### src/rtl/multdiv_pkg.sv
// Shared constants for the iterative signed multiply/divide unit.
package multdiv_pkg;

  localparam int W      = 32;
  localparam int N_ITER = 32;
  localparam int CNT_W  = 6;

  localparam logic [CNT_W-1:0] LAST_CNT = CNT_W'(N_ITER - 1);

  typedef enum logic [1:0] {
    ST_IDLE = 2'd0,
    ST_RUN  = 2'd1,
    ST_DONE = 2'd2
  } state_e;

  typedef enum logic {
    OP_MULT = 1'b0,
    OP_DIV  = 1'b1
  } op_e;

  function automatic logic [W-1:0] mag(input logic [W-1:0] x);
    return x[W-1] ? (~x + 1'b1) : x;
  endfunction

endpackage

### src/rtl/multdiv_step.sv
// One iteration of the shared datapath: signed shift-add for multiply,
// restoring compare/subtract for divide. Purely combinational.
module multdiv_step
  import multdiv_pkg::*;
(
  input  op_e          op,
  input  logic         last,
  input  logic [W-1:0] hi,
  input  logic [W-1:0] lo,
  input  logic [W-1:0] opnd,
  output logic [W-1:0] hi_n,
  output logic [W-1:0] lo_n
);

  logic [W:0]   addend;
  logic [W:0]   sum;
  logic [W-1:0] rem_sh;
  logic [W:0]   diff;

  always_comb begin
    addend = '0;
    sum    = '0;
    rem_sh = '0;
    diff   = '0;
    hi_n   = hi;
    lo_n   = lo;
    if (op == OP_MULT) begin
      // Multiplier sign bit carries weight -2^31, so the last step subtracts.
      if (lo[0]) begin
        addend = last ? -{opnd[W-1], opnd} : {opnd[W-1], opnd};
      end
      sum  = {hi[W-1], hi} + addend;
      hi_n = sum[W:1];
      lo_n = {sum[0], lo[W-1:1]};
    end else begin
      rem_sh = {hi[W-2:0], lo[W-1]};
      diff   = {1'b0, rem_sh} - {1'b0, opnd};
      if (!diff[W]) begin
        hi_n = diff[W-1:0];
        lo_n = {lo[W-2:0], 1'b1};
      end else begin
        hi_n = rem_sh;
        lo_n = {lo[W-2:0], 1'b0};
      end
    end
  end

endmodule

### src/rtl/multdiv.sv
// Iterative 32-bit signed multiply / divide, 32 steps per operation.
// Optional MULTDIV_OVF_EN flags signed overflow of the multiply low word.
//
// state | meaning
// IDLE  | waiting for a start pulse
// RUN   | one datapath step per cycle, 32 cycles
// DONE  | result registered, completion strobe high
module multdiv
  import multdiv_pkg::*;
(
  input  logic         clock,
  input  logic         reset,
  input  logic [W-1:0] data_operandA,
  input  logic [W-1:0] data_operandB,
  input  logic         ctrl_MULT,
  input  logic         ctrl_DIV,
  output logic [W-1:0] data_result,
  output logic         data_exception,
  output logic         data_resultRDY
);

  state_e           state_q, state_d;
  logic [CNT_W-1:0] cnt_q, cnt_d;
  op_e              op_q, op_d;
  logic [W-1:0]     opnd_q, opnd_d;
  logic [W-1:0]     hi_q, hi_d;
  logic [W-1:0]     lo_q, lo_d;
  logic             neg_q, neg_d;
  logic             dz_q, dz_d;
  logic [W-1:0]     result_q, result_d;
  logic             exc_q, exc_d;

  logic             start;
  logic             step_en;
  logic             last_iter;
  logic [W-1:0]     step_hi, step_lo;
  logic [W-1:0]     fin_res;
  logic             fin_exc;

  assign start = ctrl_MULT | ctrl_DIV;

  always_ff @(posedge clock) begin
    if (reset) state_q <= ST_IDLE;
    else       state_q <= state_d;
  end

  always_comb begin
    state_d = state_q;
    case (state_q)
      ST_IDLE: if (start) state_d = ST_RUN;
      ST_RUN: begin
        if (start)                  state_d = ST_RUN;
        else if (cnt_q == LAST_CNT) state_d = ST_DONE;
      end
      ST_DONE: state_d = start ? ST_RUN : ST_IDLE;
      default: state_d = ST_IDLE;
    endcase
  end

  always_comb begin
    data_resultRDY = (state_q == ST_DONE);
    step_en        = (state_q == ST_RUN) && !start;
    last_iter      = (cnt_q == LAST_CNT);
  end

  multdiv_step u_step (
    .op   (op_q),
    .last (last_iter),
    .hi   (hi_q),
    .lo   (lo_q),
    .opnd (opnd_q),
    .hi_n (step_hi),
    .lo_n (step_lo)
  );

`ifdef MULTDIV_OVF_EN
  logic [W:0] prod_top;
  assign prod_top = {step_hi, step_lo[W-1]};
`endif

  always_comb begin
    fin_res = '0;
    fin_exc = 1'b0;
    if (op_q == OP_MULT) begin
      fin_res = step_lo;
`ifdef MULTDIV_OVF_EN
      fin_exc = !((&prod_top) || !(|prod_top));
`endif
    end else if (dz_q) begin
      fin_exc = 1'b1;
    end else begin
      fin_res = neg_q ? -step_lo : step_lo;
    end
  end

  always_comb begin
    cnt_d    = cnt_q;
    op_d     = op_q;
    opnd_d   = opnd_q;
    hi_d     = hi_q;
    lo_d     = lo_q;
    neg_d    = neg_q;
    dz_d     = dz_q;
    result_d = result_q;
    exc_d    = exc_q;
    if (start) begin
      op_d   = ctrl_MULT ? OP_MULT : OP_DIV;
      cnt_d  = '0;
      hi_d   = '0;
      lo_d   = ctrl_MULT ? data_operandB : mag(data_operandA);
      opnd_d = ctrl_MULT ? data_operandA : mag(data_operandB);
      neg_d  = data_operandA[W-1] ^ data_operandB[W-1];
      dz_d   = (data_operandB == '0);
    end else if (step_en) begin
      cnt_d = cnt_q + 1'b1;
      hi_d  = step_hi;
      lo_d  = step_lo;
      if (last_iter) begin
        result_d = fin_res;
        exc_d    = fin_exc;
      end
    end
  end

  always_ff @(posedge clock) begin
    if (reset) begin
      cnt_q    <= '0;
      op_q     <= OP_MULT;
      opnd_q   <= '0;
      hi_q     <= '0;
      lo_q     <= '0;
      neg_q    <= 1'b0;
      dz_q     <= 1'b0;
      result_q <= '0;
      exc_q    <= 1'b0;
    end else begin
      cnt_q    <= cnt_d;
      op_q     <= op_d;
      opnd_q   <= opnd_d;
      hi_q     <= hi_d;
      lo_q     <= lo_d;
      neg_q    <= neg_d;
      dz_q     <= dz_d;
      result_q <= result_d;
      exc_q    <= exc_d;
    end
  end

  assign data_result    = result_q;
  assign data_exception = exc_q;

endmodule

### config.mk
export PLATFORM = sky130hd
export DESIGN_NAME = multdiv
export DESIGN_NICKNAME = d
export VERILOG_FILES = /design/src/rtl/multdiv_pkg.sv /design/src/rtl/multdiv_step.sv /design/src/rtl/multdiv.sv
export SDC_FILE = /design/constraint.sdc
export NUM_CORES = 1
export LEC_CHECK = 0
export CORE_ASPECT_RATIO = 1.4
export CORE_MARGIN = 2
export CORE_UTILIZATION = 40
export CTS_CLUSTER_DIAMETER = 30
export DETAILED_ROUTE_END_ITERATION = 10
export SETUP_SLACK_MARGIN = 0.4
export SLEW_MARGIN = 20
export SYNTH_ARGS = -nofsm -noshare
export SYNTH_HDL_FRONTEND = slang
export SYNTH_SLANG_ARGS = --single-unit
### constraint.sdc
create_clock -name clock -period 13.33 [get_ports clock]
set_clock_uncertainty 0.05 [all_clocks]
set_input_delay 1.333 -clock clock [delete_from_list [all_inputs] [get_ports clock]]
set_output_delay 1.333 -clock clock [all_outputs]
set_load 0.02 [all_outputs]
# Word-level counts from Yosys, hierarchy flattened
# Cells that the tools add are included.
[word_totals]
word_cells = 59
reg_bits = 140
in_bits = 68
output_inout_bits = 34
[op_classes]
n_reduce_logical = 8
n_eq_ne = 5
n_addsub = 7
n_bitwise = 5
mux = 24
[op_table]
columns = ["cell", "n"]
rows = [
  ["$mux 32", 12],
  ["$mux 33", 3],
  ["$add 32x1->32 const B", 2],
  ["$not 32->32", 2],
  ["$add 33x33->33", 1],
  ["$neg 33->33", 1],
  ["$sub 32x32->33", 1],
  ["$logic_not 32->1", 1],
  ["$neg 32->32", 1],
  ["$add 6x1->6 const B", 1],
  ["$eq 6x5->1 const B", 1],
  ["$mux 2", 3],
  ["$pmux 2 s3", 1],
  ["$mux 1", 5],
  ["$ne 3x2->1 const B", 1],
  ["$reduce_and 3->1", 1],
  ["$eq 2x1->1 const B", 1],
  ["$eq 2x2->1 const B", 1],
  ["$logic_not 2->1", 1],
  ["$ne 2x2->1 const B", 1],
  ["$reduce_and 2->1", 1],
  ["$reduce_bool 2->1", 1],
  ["$reduce_or 2->1", 1],
  ["$logic_and 1x1->1", 1],
  ["other kinds (4)", 4],
]

# Logic depth before layout (Yosys ltp)
[depth]
depth_word = 10
ltp_mapped = 18
ltp_nobuf = 18

# By module
# Synthesis repeated with hierarchy kept, for this count alone.
[unflattened]
cells_unflattened = 1759
hier_area_um2 = 13003.7
[modules_own_cells]
columns = ["module", "seq_area_each_um2", "cells_per_inst", "area_each_um2", "instances"]
rows = [
  ["multdiv", 2802.7, 1019, 7902.6, 1],
  ["multdiv_step", 0.0, 740, 5101.1, 1],
]

# Worst setup path before layout
# OpenSTA, ideal clock, no wires.
[synth_path]
path_kind = "flip-flop to flip-flop"
from = "register opnd_q[9]"
to = "register result_q[24], in the netlist data_result[24]"
t_required_ps = 13163
n_path_buf = 0
synth_period_minus_slack_ps = 4282
setup_time_ps = 117
arrival_ps = 4115
stages_incl_launch_ff = 18
setup_slack_ps = 9048
cell_sequence = "dfxtp_1 -> inv_1 -> ha_1 -> a21oi_1 -> o21ai_0 -> a2111oi_0 -> a2111oi_0 -> o32ai_1 -> o21ai_1 -> inv_1 -> ha_1 -> nor4b_1 -> nand3_1 -> or2_1 -> o21ai_0 -> xor2_1 -> a21oi_1 -> a22o_1"
[synth_between]
elab_chain_cells = 7
[synth_lines]
columns = ["item", "line_no", "text"]
rows = [
  ["start: declaration", "multdiv.sv:25", "logic [W-1:0] opnd_q, opnd_d;"],
  ["start signal: assignment", "multdiv.sv:139", "opnd_q <= opnd_d;"],
  ["$sub 32x32->33", "multdiv_step.sv:37", "diff = {1'b0, rem_sh} - {1'b0, opnd};"],
  ["$mux 1", "multdiv_step.sv:38", "if (!diff[W]) begin"],
  ["$mux 32", "multdiv_step.sv:27", "if (op == OP_MULT) begin"],
  ["$neg 32->32", "multdiv.sv:92", "fin_res = neg_q ? -step_lo : step_lo;"],
  ["$mux 32", "multdiv.sv:92", ""],
  ["$mux 32", "multdiv.sv:89", "end else if (dz_q) begin"],
  ["$mux 32", "multdiv.sv:84", "if (op_q == OP_MULT) begin"],
  ["end signal: assignment", "multdiv.sv:144", "result_q <= result_d;"],
  ["end: declaration", "multdiv.sv:30", "logic [W-1:0] result_q, result_d;"],
]
# No other way between the ends.
# A chain may end at the register's enable or synchronous reset.

# Worst setup path after layout
[layout_path]
from = "register opnd_q[9]"
to = "register result_q[30], in the netlist data_result[30]"
# Same word-level chain as after synthesis.

==> flow_metrics.env <==
export IMPL_achievable_frequency_mhz=193
export IMPL_hold_class="flip-flop to flip-flop"
export IMPL_routabilityCongestion=0.974
export IMPL_utilization=0.465
export IMPL_antennaDiodeCount=0
export IMPL_globalRoute_totalOverflow=0
export IMPL_antenna_found_initial=0
export IMPL_cts_tree="yes"
export IMPL_initial_utilization=0.408
export IMPL_mapped_cell_area_um2=12900
export IMPL_postRouteAntennaNets=0
export IMPL_avgSynthCellArea_um2=7.19
export IMPL_final_fill_count=3200
export IMPL_routedWlPerCell_um=20.0
export IMPL_wire_length_of_the_first_global_routing_pass_mm=70.3
export IMPL_finalSetupTns_ns=0
export IMPL_clk_pin_slew_ns=0.07
export IMPL_timing_hold_violations_final=0
export IMPL_htree_num_levels=4
export IMPL_critical_path_peak_fanout=6
export IMPL_run_status="finished clean"
export IMPL_clock_sinks=140
export IMPL_crit_slowest_cell="nor4b_1"
export IMPL_synthesis_instances=1798
export IMPL_drv_cap=0
export IMPL_core_area_um2=31700
export IMPL_portion_of_the_post_synthesis_area_used_by_sequential_elements=0.217
export IMPL_asyncSetResetFlopFracSynth=0
export IMPL_route_detailed_drc=0
export IMPL_cp_arrival_ns=5.46
export IMPL_layout_cells_most_common="nor2_1"
export IMPL_synthesis_yosys_warnings=0
export IMPL_timing_max_transition_violations_final=0
export IMPL_die_area_um2=33800
export IMPL_power_ir_vdd_worst_mv=0.0985
export IMPL_vias_per_cell=5.94
export IMPL_layout_min_cycle_time_ns=5.17
export IMPL_setup_repair_after_global_routing_missed_its_margin="no"
export IMPL_wl_mm=44.7
export IMPL_cts_inserted_buffers=17
export IMPL_grt_max_degree=75
export IMPL_die_w_um=156
export IMPL_yosys_most_used_dff="dfxtp_1"
export IMPL_layout_area_overhead_vs_synth_pct=13.9
export IMPL_drtPass1Iterations=6
export IMPL_drt_first_iter_violations=969
export IMPL_via_count=13300
export IMPL_clkLatencyLatePin_ns=0.45
export IMPL_power_density_normalized_to_cell_area_nw_per_um2=85.1
export IMPL_cts_root_buf="clkbuf_16"
export IMPL_post_cts_setup_buffer_count=0
export IMPL_layout_cells_most_common_list="nor2_1, a21oi_1, nand2_1"
export IMPL_final_min_period_over_clock_period=0.388
export IMPL_cts_max_path_buffers=2
export IMPL_setup_viol=0
export IMPL_floorplan_io_pins=102
export IMPL_critPathCaptureType="flip-flop"
export IMPL_tightest_slew_ns=1.13
export IMPL_synthesis_nets=1937
export IMPL_global_route_usage_total=0.264
export IMPL_cts_repair_resize_count=0
export IMPL_cp_start_kind="flip-flop"
export IMPL_max_slew_margin_rel=0.241
export IMPL_placement_io_buffers=101
export IMPL_core_rowCount=77
export IMPL_critical_path_max_stage_delay_ns=0.59
export IMPL_p_leak_nw=5.47
export IMPL_postCtsHoldBufs=0
export IMPL_worstSetupPathType="flip-flop to flip-flop"
export IMPL_synth_edff_count=0
export IMPL_finalNetCount=1966
export IMPL_vias_in_the_first_global_route=13000
export IMPL_cp_required_ns=13.62
export IMPL_postLayoutCellArea_um2=14700
export IMPL_die_height_um=217
export IMPL_ys_ff_latch=140
export IMPL_drive_above_1_share=0.0391
export IMPL_timing_critical_path_cells="inv_1, ha_1, a21oi_1, o21ai_0, a2111oi_0, a2111oi_0, o32ai_4, o21ai_1, inv_1, ha_1, nor4b_1, nand3_1, or2_1, o21ai_0, xor2_1, a21oi_1, a22o_1"
export IMPL_place_area_um2=14200
export IMPL_post_synth_num_cell_types=68
export IMPL_place_hpwl_mm=33.7
-- critical path: cells and delay by family (launching register included) --
family | cells | cell delay, ns
simple gates | 3 | 1.35
buf+inv | 2 | 0.19
xor+xnor | 1 | 0.16
compound gates | 9 | 2.37
fa+ha+maj | 2 | 0.53
flops | 1 | 0.41
-- area by class of cell --
cell class              instances  area, µm²  area share
well taps                     395        494      0.0335
clock buffers                  17        425      0.0289
flip-flops and latches        140       2810       0.190
multi-input cells            1482       9490       0.644
clock inverters                15        128     0.00866
repair buffers                119       1140      0.0771
inverters                      67        251      0.0171
-- flip-flops by register name, summed over array words and instances (netlist names) --
| name | flops |
|---|---|
| hi_q | 32 |
| neg_q | 1 |
| cnt_q | 6 |
| data_exception | 1 |
| opnd_q | 32 |
| op_q | 1 |
| lo_q | 32 |
| dz_q | 1 |
| data_result | 32 |
| state_q | 2 |
-- cell usage after synthesis (7+ instances only) --
cell type / number / share of area
nor2b_1: 22 / 0.011
ha_1: 69 / 0.067
a211oi_1: 88 / 0.051
buf_1: 16 / 0.0046
nand4_1: 24 / 0.012
a22oi_1: 12 / 0.0070
a31oi_1: 15 / 0.0073
or3_1: 18 / 0.0087
xnor2_1: 96 / 0.065
o31ai_1: 26 / 0.015
a21oi_1: 172 / 0.067
clkbuf_1: 89 / 0.026
a211o_1: 17 / 0.012
nand2_1: 167 / 0.048
nor4_1: 9 / 0.0044
inv_1: 67 / 0.019
mux2i_1: 38 / 0.029
nand3_1: 25 / 0.0097
dfxtp_1: 140 / 0.22
and3_1: 7 / 0.0034
nor3_1: 34 / 0.013
o211ai_1: 27 / 0.016
a21boi_0: 7 / 0.0041
o41ai_1: 13 / 0.0088
nand2b_1: 18 / 0.0087
a2111oi_0: 7 / 0.0047
and2_1: 37 / 0.018
or4_1: 11 / 0.0064
o21ai_0: 133 / 0.051
a21o_1: 24 / 0.014
o21bai_1: 7 / 0.0041
nor2_1: 204 / 0.059
xor2_1: 70 / 0.047
-- cell families (layout without fill, tap and decap cells) --
kind of cell,after synthesis,count (layout),share of synthesized area
and+or+nand+nor,604,604,0.221
AOI/OAI and AO/OA,602,602,0.299
buffers and inverters,176,218,0.0515
xor gates and xnor gates,166,166,0.112
DFF,140,140,0.217
adders and majority gates,71,71,0.0698
muxes,39,39,0.0303
-- layer usage --
layer / GRT usage / vias up / share of wire
met4: 0.152 / 0 / 0.056
met2: 0.468 / 404 / 0.50
met5: 0 / - / 0
li1: - / 6591 / -
met3: 0.0299 / 99 / 0.037
met1: 0.305 / 6183 / 0.41
-- path summary, 6_finish.rpt --
| kind | start | end | slack, ns | cells after the start |
|---|---|---|---|---|
| worst max-delay path | opnd_q[9]$_SDFFE_PP0N_ | data_result[30]$_SDFFE_PP0P_ | 8.16 | 17 |
| worst min-delay path | data_result[21]$_SDFFE_PP0P_ | data_result[21]$_SDFFE_PP0P_ | 0.42 | 2 |
| worst max register to register | opnd_q[9]$_SDFFE_PP0N_ | data_result[30]$_SDFFE_PP0P_ | 8.16 | 17 |
| worst min register to register | data_result[21]$_SDFFE_PP0P_ | data_result[21]$_SDFFE_PP0P_ | 0.42 | 2 |
-- power breakdown --
part / internal [mW] / total, mW / leakage [nW] / switching [mW]
clock network: 0.244 / 0.465 / 0.262 / 0.221
logic: 0.126 / 0.328 / 4.06 / 0.202
registers: 0.435 / 0.462 / 1.15 / 0.0271
-- metrics by stage --
| step | hold WS (ns) | setup WS [ns] | cells | power [mW] |
|---|---|---|---|---|
| floorplan | 0.404 | 9.05 | 1798 | 0.686 |
| global placement | 0.395 | 8.38 | 2203 | 0.791 |
| detailed placement | 0.396 | 8.27 | 2203 | 0.793 |
| CTS | 0.410 | 8.27 | 2235 | 1.26 |
| global route | 0.443 | 7.52 | 2235 | 1.31 |
| finish | 0.418 | 8.16 | 2235 | 1.25 |
No activity file was read; power rests on OpenSTA's default activity.
